`config.mk`:
```
export PLATFORM = sky130hd
export DESIGN_NAME = pipelined_prefix_adder
export DESIGN_NICKNAME = d
export VERILOG_FILES = /design/src/rtl/prefix_pkg.sv /design/src/rtl/prefix_cell.sv /design/src/rtl/pipelined_prefix_adder.sv
export SDC_FILE = /design/constraint.sdc
export NUM_CORES = 1
export LEC_CHECK = 0
export CAP_MARGIN = 30
export CORE_ASPECT_RATIO = 1.2
export CORE_UTILIZATION = 35
export CTS_CLUSTER_DIAMETER = 30
export DETAILED_ROUTE_END_ITERATION = 10
export HOLD_SLACK_MARGIN = 0.12
export SLEW_MARGIN = 20
export SYNTH_ARGS = -nofsm -noshare
export SYNTH_HDL_FRONTEND = slang
export SYNTH_SLANG_ARGS = --single-unit
```
`constraint.sdc`:
```
create_clock -name clk -period 1.5 [get_ports clk]
set_input_delay 0.3 -clock clk [delete_from_list [all_inputs] [get_ports clk]]
set_output_delay 0.3 -clock clk [all_outputs]
set_load 0.1 [all_outputs]
```
`src/rtl/prefix_pkg.sv`:
```
// Shared helpers for the pipelined Kogge-Stone adder: level count and the
// black-cell (generate, propagate) combine.
package prefix_pkg;

    typedef struct packed {
        logic g;
        logic p;
    } gp_t;

    function automatic int clog2(input int v);
        int r;
        r = 0;
        for (int i = 0; i < 31; i++)
            if ((1 << i) < v) r = i + 1;
        return r;
    endfunction

    function automatic int prefix_levels(input int width);
        return (width < 2) ? 1 : clog2(width);
    endfunction

    // hi covers the upper span, lo the span directly below it
    function automatic gp_t black_cell(input gp_t hi, input gp_t lo);
        gp_t r;
        r.g = hi.g | (hi.p & lo.g);
        r.p = hi.p & lo.p;
        return r;
    endfunction

endpackage

```
`src/rtl/prefix_cell.sv`:
```
// One Kogge-Stone black cell: merges a high (g,p) span with the span below it.
module prefix_cell
    import prefix_pkg::*;
(
    input  logic gh,
    input  logic ph,
    input  logic gl,
    input  logic pl,
    output logic g,
    output logic p
);

    assign {g, p} = black_cell({gh, ph}, {gl, pl});

endmodule

```
`src/rtl/pipelined_prefix_adder.sv`:
```
// Pipelined Kogge-Stone adder/subtractor: pre-process stage, one register per
// prefix level, registered sum/flags, global-enable valid/ready pipeline.
module pipelined_prefix_adder
    import prefix_pkg::*;
#(
    parameter int WIDTH = 8
) (
    input  logic             clk,
    input  logic             rst,
    input  logic             in_valid,
    output logic             in_ready,
    input  logic [WIDTH-1:0] a,
    input  logic [WIDTH-1:0] b,
    input  logic             cin,
    input  logic             sub,
    output logic             out_valid,
    input  logic             out_ready,
    output logic [WIDTH-1:0] S,
    output logic             cout,
    output logic             ovf
);

    localparam int LEVELS = prefix_levels(WIDTH);
    localparam int STAGES = LEVELS + 1;

    logic                      adv;
    logic [STAGES:0]           vld_pipe;
    logic [WIDTH-1:0]          bb;
    logic                      c0;

    // Prefix vectors carry position -1 (the carry-in) at index 0.
    logic [LEVELS:0][WIDTH:0]  g_q, p_q, g_d, p_d;
    logic [LEVELS:0][WIDTH-1:0] hp_q, hp_d;
    logic [WIDTH:0]            ci_full;

    assign adv       = !out_valid || out_ready;
    assign in_ready  = adv;
    assign out_valid = vld_pipe[STAGES];

    assign bb      = sub ? ~b : b;
    assign c0      = sub | cin;
    assign g_d[0]  = {a & bb, c0};
    assign p_d[0]  = {a ^ bb, 1'b0};
    assign hp_d[0] = a ^ bb;

    genvar k, j;
    generate
        for (k = 1; k <= LEVELS; k++) begin : g_lvl
            localparam int D = 1 << (k - 1);
            assign hp_d[k] = hp_q[k-1];
            for (j = 0; j <= WIDTH; j++) begin : g_bit
                if (j >= D) begin : g_cell
                    prefix_cell u_cell (
                        .gh(g_q[k-1][j]),
                        .ph(p_q[k-1][j]),
                        .gl(g_q[k-1][j-D]),
                        .pl(p_q[k-1][j-D]),
                        .g (g_d[k][j]),
                        .p (p_d[k][j])
                    );
                end else begin : g_pass
                    assign g_d[k][j] = g_q[k-1][j];
                    assign p_d[k][j] = p_q[k-1][j];
                end
            end
        end
    endgenerate

    // Final fold with the carry-in; a no-op for spans that already reach it,
    // and it resolves the top position when it still sits one span short.
    assign ci_full = g_q[LEVELS] | (p_q[LEVELS] & {(WIDTH+1){g_q[LEVELS][0]}});

    always_ff @(posedge clk or posedge rst) begin
        if (rst)      vld_pipe <= '0;
        else if (adv) vld_pipe <= {vld_pipe[STAGES-1:0], in_valid & in_ready};
    end

    always_ff @(posedge clk) begin
        if (adv) begin
            g_q  <= g_d;
            p_q  <= p_d;
            hp_q <= hp_d;
        end
    end

    always_ff @(posedge clk or posedge rst) begin
        if (rst) begin
            S    <= '0;
            cout <= 1'b0;
            ovf  <= 1'b0;
        end else if (adv) begin
            S    <= hp_q[LEVELS] ^ ci_full[WIDTH-1:0];
            cout <= ci_full[WIDTH];
            ovf  <= ci_full[WIDTH-1] ^ ci_full[WIDTH];
        end
    end

endmodule

```
# Word level (Yosys, flattened, before mapping)
# Cells that the tools add are included.
# op_classes
addsub	0
bitwise	62
n_mux	1
magnitude_cmp	0
eq_ne	0
reduce_logical	2
n_div	0
shifts	0
mul	0
# op_table
cell	n
1-bit AND	34
1-bit bitwise OR	21
8-bit bitwise XOR	2
9-bit AND	1
9-bit bitwise OR	1
8-bit AND	1
8-bit two-way mux	1
8-bit inverter	1
1-bit logical NOT	1
1-bit logical OR	1
1-bit bitwise XOR	1
# totals
output_inout_bits	12
in_bits	22
ff_bits	96
word_cells	80
ramBits	0
romBits	0
n_memories	0
latchBits	0

# Logic depth before layout (Yosys ltp)
# Gate-level depths: netlist of run 1.
# depth
word_depth	3
mapped_depth	5
mapped_depth_nobuf	3

# By module
# From an unflattened synthesis of run 1, not the netlist that was laid out.
# hier_totals
cells_unflattened	216
area_unflattened_um2	3957.5
# modules_own_cells
module	area_each_um2	cells_each	instances	seq_area_each_um2
pipelined_prefix_adder	3657.3	176	1	3138.0
prefix_cell	15.0	2	20	0.0

# Worst setup path after synthesis of run 1
# OpenSTA, ideal clock, no wires.
# synth_path
kind	reg-to-reg
startpoint	register vld_pipe[4]
endpoint	register g_q, in the netlist g_d[18], enable pin
setup_ns	0.382
t_arrival_ns	1.703
path_stages_with_launch	4
synth_period_minus_slack_ns	2.086
setup_slack_ns	-0.586
required_ns	1.118
n_path_buf	2
cell_sequence	dfrtp_1 -> nand2b_4 -> buf_8 -> buf_6
# synth_between
elab_chain_len	2
# synth_rtl
item	line	rtl
start: declaration	pipelined_prefix_adder.sv:27	logic [STAGES:0] vld_pipe;
start signal: assignment	pipelined_prefix_adder.sv:75	else if (adv) vld_pipe <= {vld_pipe[STAGES-1:0], in_valid & in_ready};
1-bit logical NOT	pipelined_prefix_adder.sv:36	assign adv = !out_valid || out_ready;
1-bit logical OR	pipelined_prefix_adder.sv:36	
net in_ready	pipelined_prefix_adder.sv:11	output logic in_ready,
end signal: assignment	pipelined_prefix_adder.sv:80	g_q <= g_d;
end: declaration	pipelined_prefix_adder.sv:32	logic [LEVELS:0][WIDTH:0] g_q, p_q, g_d, p_d;
# The timed path passes the listed nets, and every way through them passes these cells.
# A chain may end at the register's enable or synchronous reset.

# Final worst setup path of run 1
# layout_path
startpoint	register vld_pipe[4]
endpoint	output in_ready
# layout_between
elab_chain_len	2
# layout_rtl
item	line
1-bit logical NOT	pipelined_prefix_adder.sv:36
1-bit logical OR	pipelined_prefix_adder.sv:36
end: declaration	pipelined_prefix_adder.sv:11
# Every way passes these cells.

==> impl_metrics.tcl, run 1 <==
set metrics [dict create \
    status "finished clean" \
    multi_input_area_um2 659 \
    timing.hold.ws_ns 0.262 \
    gr-total-overflow 0 \
    worstSetupEndpointType "output pin" \
    yosys_warnings 0 \
    fp.dieW_um 93.5 \
    wl_per_cell_um 12.6 \
    nNetsFinal 268 \
    grt_pass1_wl_um 7820 \
    core-area_um2 9660 \
    finClkSkew_ns 0.00489 \
    swShare_pct 32.2 \
    pwr-share-clk_pct 21.9 \
    fill_cells 862 \
    die_y_um 112 \
    cts_buffers 9 \
    rows 39 \
    postRouteAntennaNets 0 \
    drtPass1Iterations 4 \
    timing.fmax_mhz 693 \
    antenna_found_initial 0 \
    rr_endpoint "g_q[25]$_DFFE_PP_" \
    rrSetupSlack_ns 0.10 \
    grt_pass1_vias 1606 \
    synth_fp_nets 217 \
    port_buffers 33 \
    grt_max_degree 55 \
    clk_latency_ns 0.33 \
    ys_seq_elements 96 \
    min_path_type "in -> async" \
    drt_iter0_drc 75 \
    power_density_nw_per_um2 2190 \
    crit_path_start_kind "flop" \
    worstPathRequired_ns 1.20 \
    reg2regPathDepth 3 \
    final_common_cell "edfxtp_1" \
    postSynthAreaPerCell_um2 18.8 \
    post-route-period-util_pct 96.2 \
    seq_area_frac_synth_pct 79.9 \
    post_dp_cell_area_um2 4200 \
    h-tree-depth 3 \
    drv_cap 0 \
    share_comb_of_total_power_pct 30.4 \
    p_switching_mw 3.15 \
    stdcell_area_um2 4480 \
    p_int_mw 6.65 \
    place_hpwl_um 3020 \
    post_cts_resized 0 \
    final_layout_size_suffix_gt1_share_pct 17.3 \
    finalHoldViolations 0 \
    syn_inst 187 \
    tritoncts "done" \
    seqCellArea_um2 2810 \
    clk_pin_slew_ns 0.06 \
    criticalPathCategory "reg -> out" \
    initial_core_util_pct 36.4 \
    finalSetupViolCount 0 \
    cts_buffer_depth 2 \
    dieArea_um2 10400 \
    ctsRootBufferMaster "clkbuf_16" \
    cts_sinks 96 \
    gp_congestion 0.663 \
    wl_um 4600 \
    diodes 0 \
    synth_cell_types 17 \
    grt_setup_unrepaired "false" \
    layout_common_cells "edfxtp_1, clkdlybuf4s50_1, a21o_1, buf_12, dfrtp_1" \
    cp_max_fo 3 \
    tightestPinTransition_ns 0.286 \
    drc 0 \
    vias 1590 \
    io-pin-count 34 \
    slew-limit-headroom_pct 81.0 \
    cp_data_arrival_time_ns 1.14 \
    grt_usage_pct 10.2 \
    pwr-share-seq_pct 47.7 \
    slew_violations 0 \
    min_period_ns 1.44 \
    via_per_inst 4.34 \
    syn_area_um2 3510 \
    r2r_start "vld_pipe[4]$_DFFE_PP0P_" \
    syn2layout_area_growth_pct 27.5 \
    peakVddDrop_mv 0.745 \
    p_leak_nw 1.76 \
]
-- through the flow --
step	instances	power [mW]	worst slack, ns	TNS [ns]	utilization [%]
after detailed placement	349	7.76	-0.120	-4.98	43.5
after global routing	366	10.3	0.00886	0	46.4
after global placement	349	7.70	-0.0842	-4.71	43.5
final	366	9.80	0.0563	0	46.4
after floorplan	187	6.55	-0.0952	-7.75	-
after CTS	366	9.93	0.0363	0	46.4
-- layer usage --
metal	track usage, %	vias up	wire (µm)
li1	-	792	-
met1	12.9	752	2010
met2	15.1	40	2300
met3	3.28	6	180
met4	6.15	0	108
met5	0	-	0
-- power groups by stage --
stage	combinational (mW)	clock, mW	sequential (mW)
final	2.98	2.14	4.68
after detailed placement	3.01	0	4.76
after floorplan	0.965	0	5.59
after CTS	3.02	2.21	4.71
after global placement	2.98	0	4.71
after global routing	3.15	2.32	4.79
-- flip-flops by register name, indices dropped and copies added (netlist names) --
name,count
cout,1
vld_pipe,5
hp_q,8
hp_d,24
p_q,13
ovf,1
g_q,29
S,8
g_d,7
-- worst max path at each step --
stage | startpoint | endpoint | slack, ns | cells after the start
final | vld_pipe[4]$_DFFE_PP0P_ | in_ready | 0.06 | 2
after global routing | vld_pipe[4]$_DFFE_PP0P_ | S[3]$_DFFE_PP0P_ | 0.009 | 6
after CTS | vld_pipe[4]$_DFFE_PP0P_ | in_ready | 0.04 | 2
after detailed placement | sub | hp_d[11]$_DFFE_PP_ | -0.12 | 4
after global placement | sub | hp_d[15]$_DFFE_PP_ | -0.08 | 4
after floorplan | vld_pipe[4]$_DFFE_PP0P_ | g_d[18]$_DFFE_PP_ | -0.1 | 3
-- final cells by class --
class	instances	area share, %
Sequential cell	96	62.8
Multi-Input combinational cell	86	14.7
Timing Repair Buffer	44	12.7
Clock buffer	11	5.20
Tap cell	123	3.44
Clock inverter	5	1.06
Inverter	1	0.0838
-- what timing repair did --
item                                    CTS  global route
endpoints found under the setup margin    1             0
buffers inserted                          2             0
hold buffers                              0             0
-- synth_stat cells, drive strengths merged --
| master | number | area (µm²) |
|---|---|---|
| dfrtp | 15 | 375 |
| inv | 1 | 3.75 |
| a21oi | 11 | 55.1 |
| mux2 | 4 | 60.1 |
| a21o | 20 | 150 |
| xor2 | 9 | 78.8 |
| and2 | 13 | 81.3 |
| nand2b | 2 | 20.0 |
| xnor2 | 8 | 70.1 |
| buf | 4 | 42.5 |
| ha | 8 | 100 |
| edfxtp | 81 | 2430 |
| nor2 | 10 | 37.5 |
| or2 | 1 | 6.26 |
-- cell families after synthesis --
| logic type | Yosys count | synth area share, % |
|---|---|---|
| adders and majority gates | 8 | 2.85 |
| muxes | 4 | 1.71 |
| AOI/OAI and AO/OA | 31 | 5.84 |
| and+or+nand+nor | 26 | 4.13 |
| DFF | 96 | 79.9 |
| xor gates and xnor gates | 17 | 4.24 |
| buffers and inverters | 5 | 1.32 |
-- critical path, stage by stage, from the launching register on --
cell      delay (ns)
dfrtp_4         0.50
nand2b_4        0.13
buf_12          0.18
Power figures use the tool's default switching activity.
==> run 2, diff against run 1 <==
--- a/config.mk
+++ b/config.mk
@@ -6,7 +6,7 @@
 export NUM_CORES = 1
 export LEC_CHECK = 0
 export CAP_MARGIN = 30
-export CORE_ASPECT_RATIO = 1.2
+export CORE_ASPECT_RATIO = 0.5
 export CORE_UTILIZATION = 35
 export CTS_CLUSTER_DIAMETER = 30
 export DETAILED_ROUTE_END_ITERATION = 10
==> run 2 against run 1 <==
Effect of this change: final cell count up 2.7%; die area is 0.22% higher; hold slack improved by 0.011 ns; critical endpoint is now out_valid; sequential share of layout area fell by 0.56 points; worst setup slack gained 0.018 ns.
==> impl_metrics.tcl, run 2 (synthesized netlist as in run 1, its figures left out) <==
set metrics [dict create \
    vias 1565 \
    min_path_type "in -> async" \
    finClkSkew_ns 0.00557 \
    grt_usage_pct 10.6 \
    slew_violations 0 \
    place_hpwl_um 3300 \
    rows 25 \
    post-route-period-util_pct 95.0 \
    cts_buffer_depth 2 \
    dp_cells 359 \
    cp_data_arrival_time_ns 1.13 \
    ctsRootBufferMaster "clkbuf_16" \
    cts_buffers 9 \
    fin_cells 376 \
    initial_core_util_pct 36.6 \
    largest_register_ffs 29 \
    clk_pin_slew_ns 0.06 \
    drc 0 \
    grt_pass1_wl_um 7870 \
    layout_common_cells "edfxtp_1, clkdlybuf4s50_1, a21o_1, buf_12, dfrtp_1" \
    grt_max_degree 47 \
    finalSetupViolCount 0 \
    clk_latency_ns 0.34 \
    p_leak_nw 1.77 \
    grt_setup_unrepaired "false" \
    via_per_inst 4.16 \
    diodes 0 \
    min_period_ns 1.43 \
    worstPathRequired_ns 1.20 \
    hold_buffers 0 \
    timing.fmax_mhz 702 \
    core-area_um2 9600 \
    drt_iter0_drc 89 \
    crit_path_start_kind "flop" \
    wl_per_cell_um 12.9 \
    tritoncts "done" \
    status "finished clean" \
    wl_um 4870 \
    slew-limit-headroom_pct 84.1 \
    finalHoldViolations 0 \
    timing.hold.ws_ns 0.274 \
    antenna_found_initial 0 \
    fp.dieW_um 144 \
    syn2layout_area_growth_pct 28.6 \
    nNetsFinal 266 \
    power_density_nw_per_um2 2220 \
    port_buffers 33 \
    drv_cap 0 \
    dieArea_um2 10500 \
    cp_max_fo 2 \
    tightestPinTransition_ns 0.239 \
    criticalPathCategory "reg -> out" \
    final_common_cell "edfxtp_1" \
    setup_tns_ns 0 \
    io-pin-count 34 \
    grt_pass1_vias 1617 \
    gp_congestion 0.677 \
    power_mw 10.1 \
    h-tree-depth 3 \
    worst_setup_path_startpoint "vld_pipe[4]$_DFFE_PP0P_" \
    r2r_start "vld_pipe[4]$_DFFE_PP0P_" \
    die_y_um 72.8 \
    peakVddDrop_mv 0.686 \
    worstSetupEndpointType "output pin" \
    gr-total-overflow 0 \
    drtPass1Iterations 4 \
    postRouteAntennaNets 0 \
    regMostFlops "g_q" \
    final_layout_size_suffix_gt1_share_pct 18.3 \
    cts_sinks 96 \
]
run 2: final cells by class:
cell class | instances | area, µm²
fillers | 852 | 5080
clock buffers | 9 | 225
inverters | 1 | 3.75
clock inverters | 7 | 95.1
multi-input cells | 86 | 659
repair buffers | 42 | 556
well taps | 135 | 169
flip-flops and latches | 96 | 2810
run 2: critical path: stages (launching register included):
cell     delay (ns)
dfrtp_4        0.49
buf_4          0.15
buf_12         0.15
run 2: per-stage QoR:
stage	worst slack, ns	util (%)	instance area (µm²)
after global routing	0.0406	47.1	4520
after global placement	-0.0875	43.6	4190
after floorplan	-0.0952	-	3530
final	0.0747	47.1	4520
after CTS	0.000360	47.1	4530
after detailed placement	-0.130	43.6	4190
run 2: path summary, 6_finish.rpt:
| check | endpoint | slack, ns | cells past startpoint |
|---|---|---|---|
| hold / removal | vld_pipe[4]$_DFFE_PP0P_ | 0.27 | 3 |
| setup reg to reg | vld_pipe[3]$_DFFE_PP0P_ | 0.14 | 4 |
| min in group clk | hp_q[30]$_DFFE_PP_ | 0.42 | 0 |
| hold reg to reg | hp_q[30]$_DFFE_PP_ | 0.42 | 0 |
| max in group asynchronous | vld_pipe[4]$_DFFE_PP0P_ | 1.03 | 3 |
| setup / recovery | out_valid | 0.07 | 2 |
run 2: where the power goes:
group | total, mW | internal (mW) | switching, mW | leakage [nW]
registers | 4.66 | 4.15 | 0.510 | 0.989
logic | 3.00 | 1.21 | 1.78 | 0.628
clock network | 2.40 | 1.46 | 0.936 | 0.156
run 2: what timing repair did:
action,4_1_cts,5_1_grt
gates cloned,0,0
resized for setup,0,0
setup endpoints to repair,1,1
buffers inserted,2,0
run 2: routing by layer:
layer | routed length (µm) | part of all wire (%) | vias up | track usage (%)
met3 | 199 | 4.1 | 10 | 4.00
met5 | 0 | 0 | - | 0
met1 | 2420 | 50 | 730 | 13.7
met2 | 2160 | 44 | 32 | 15.4
met4 | 91 | 1.9 | 0 | 5.67
li1 | - | - | 793 | -
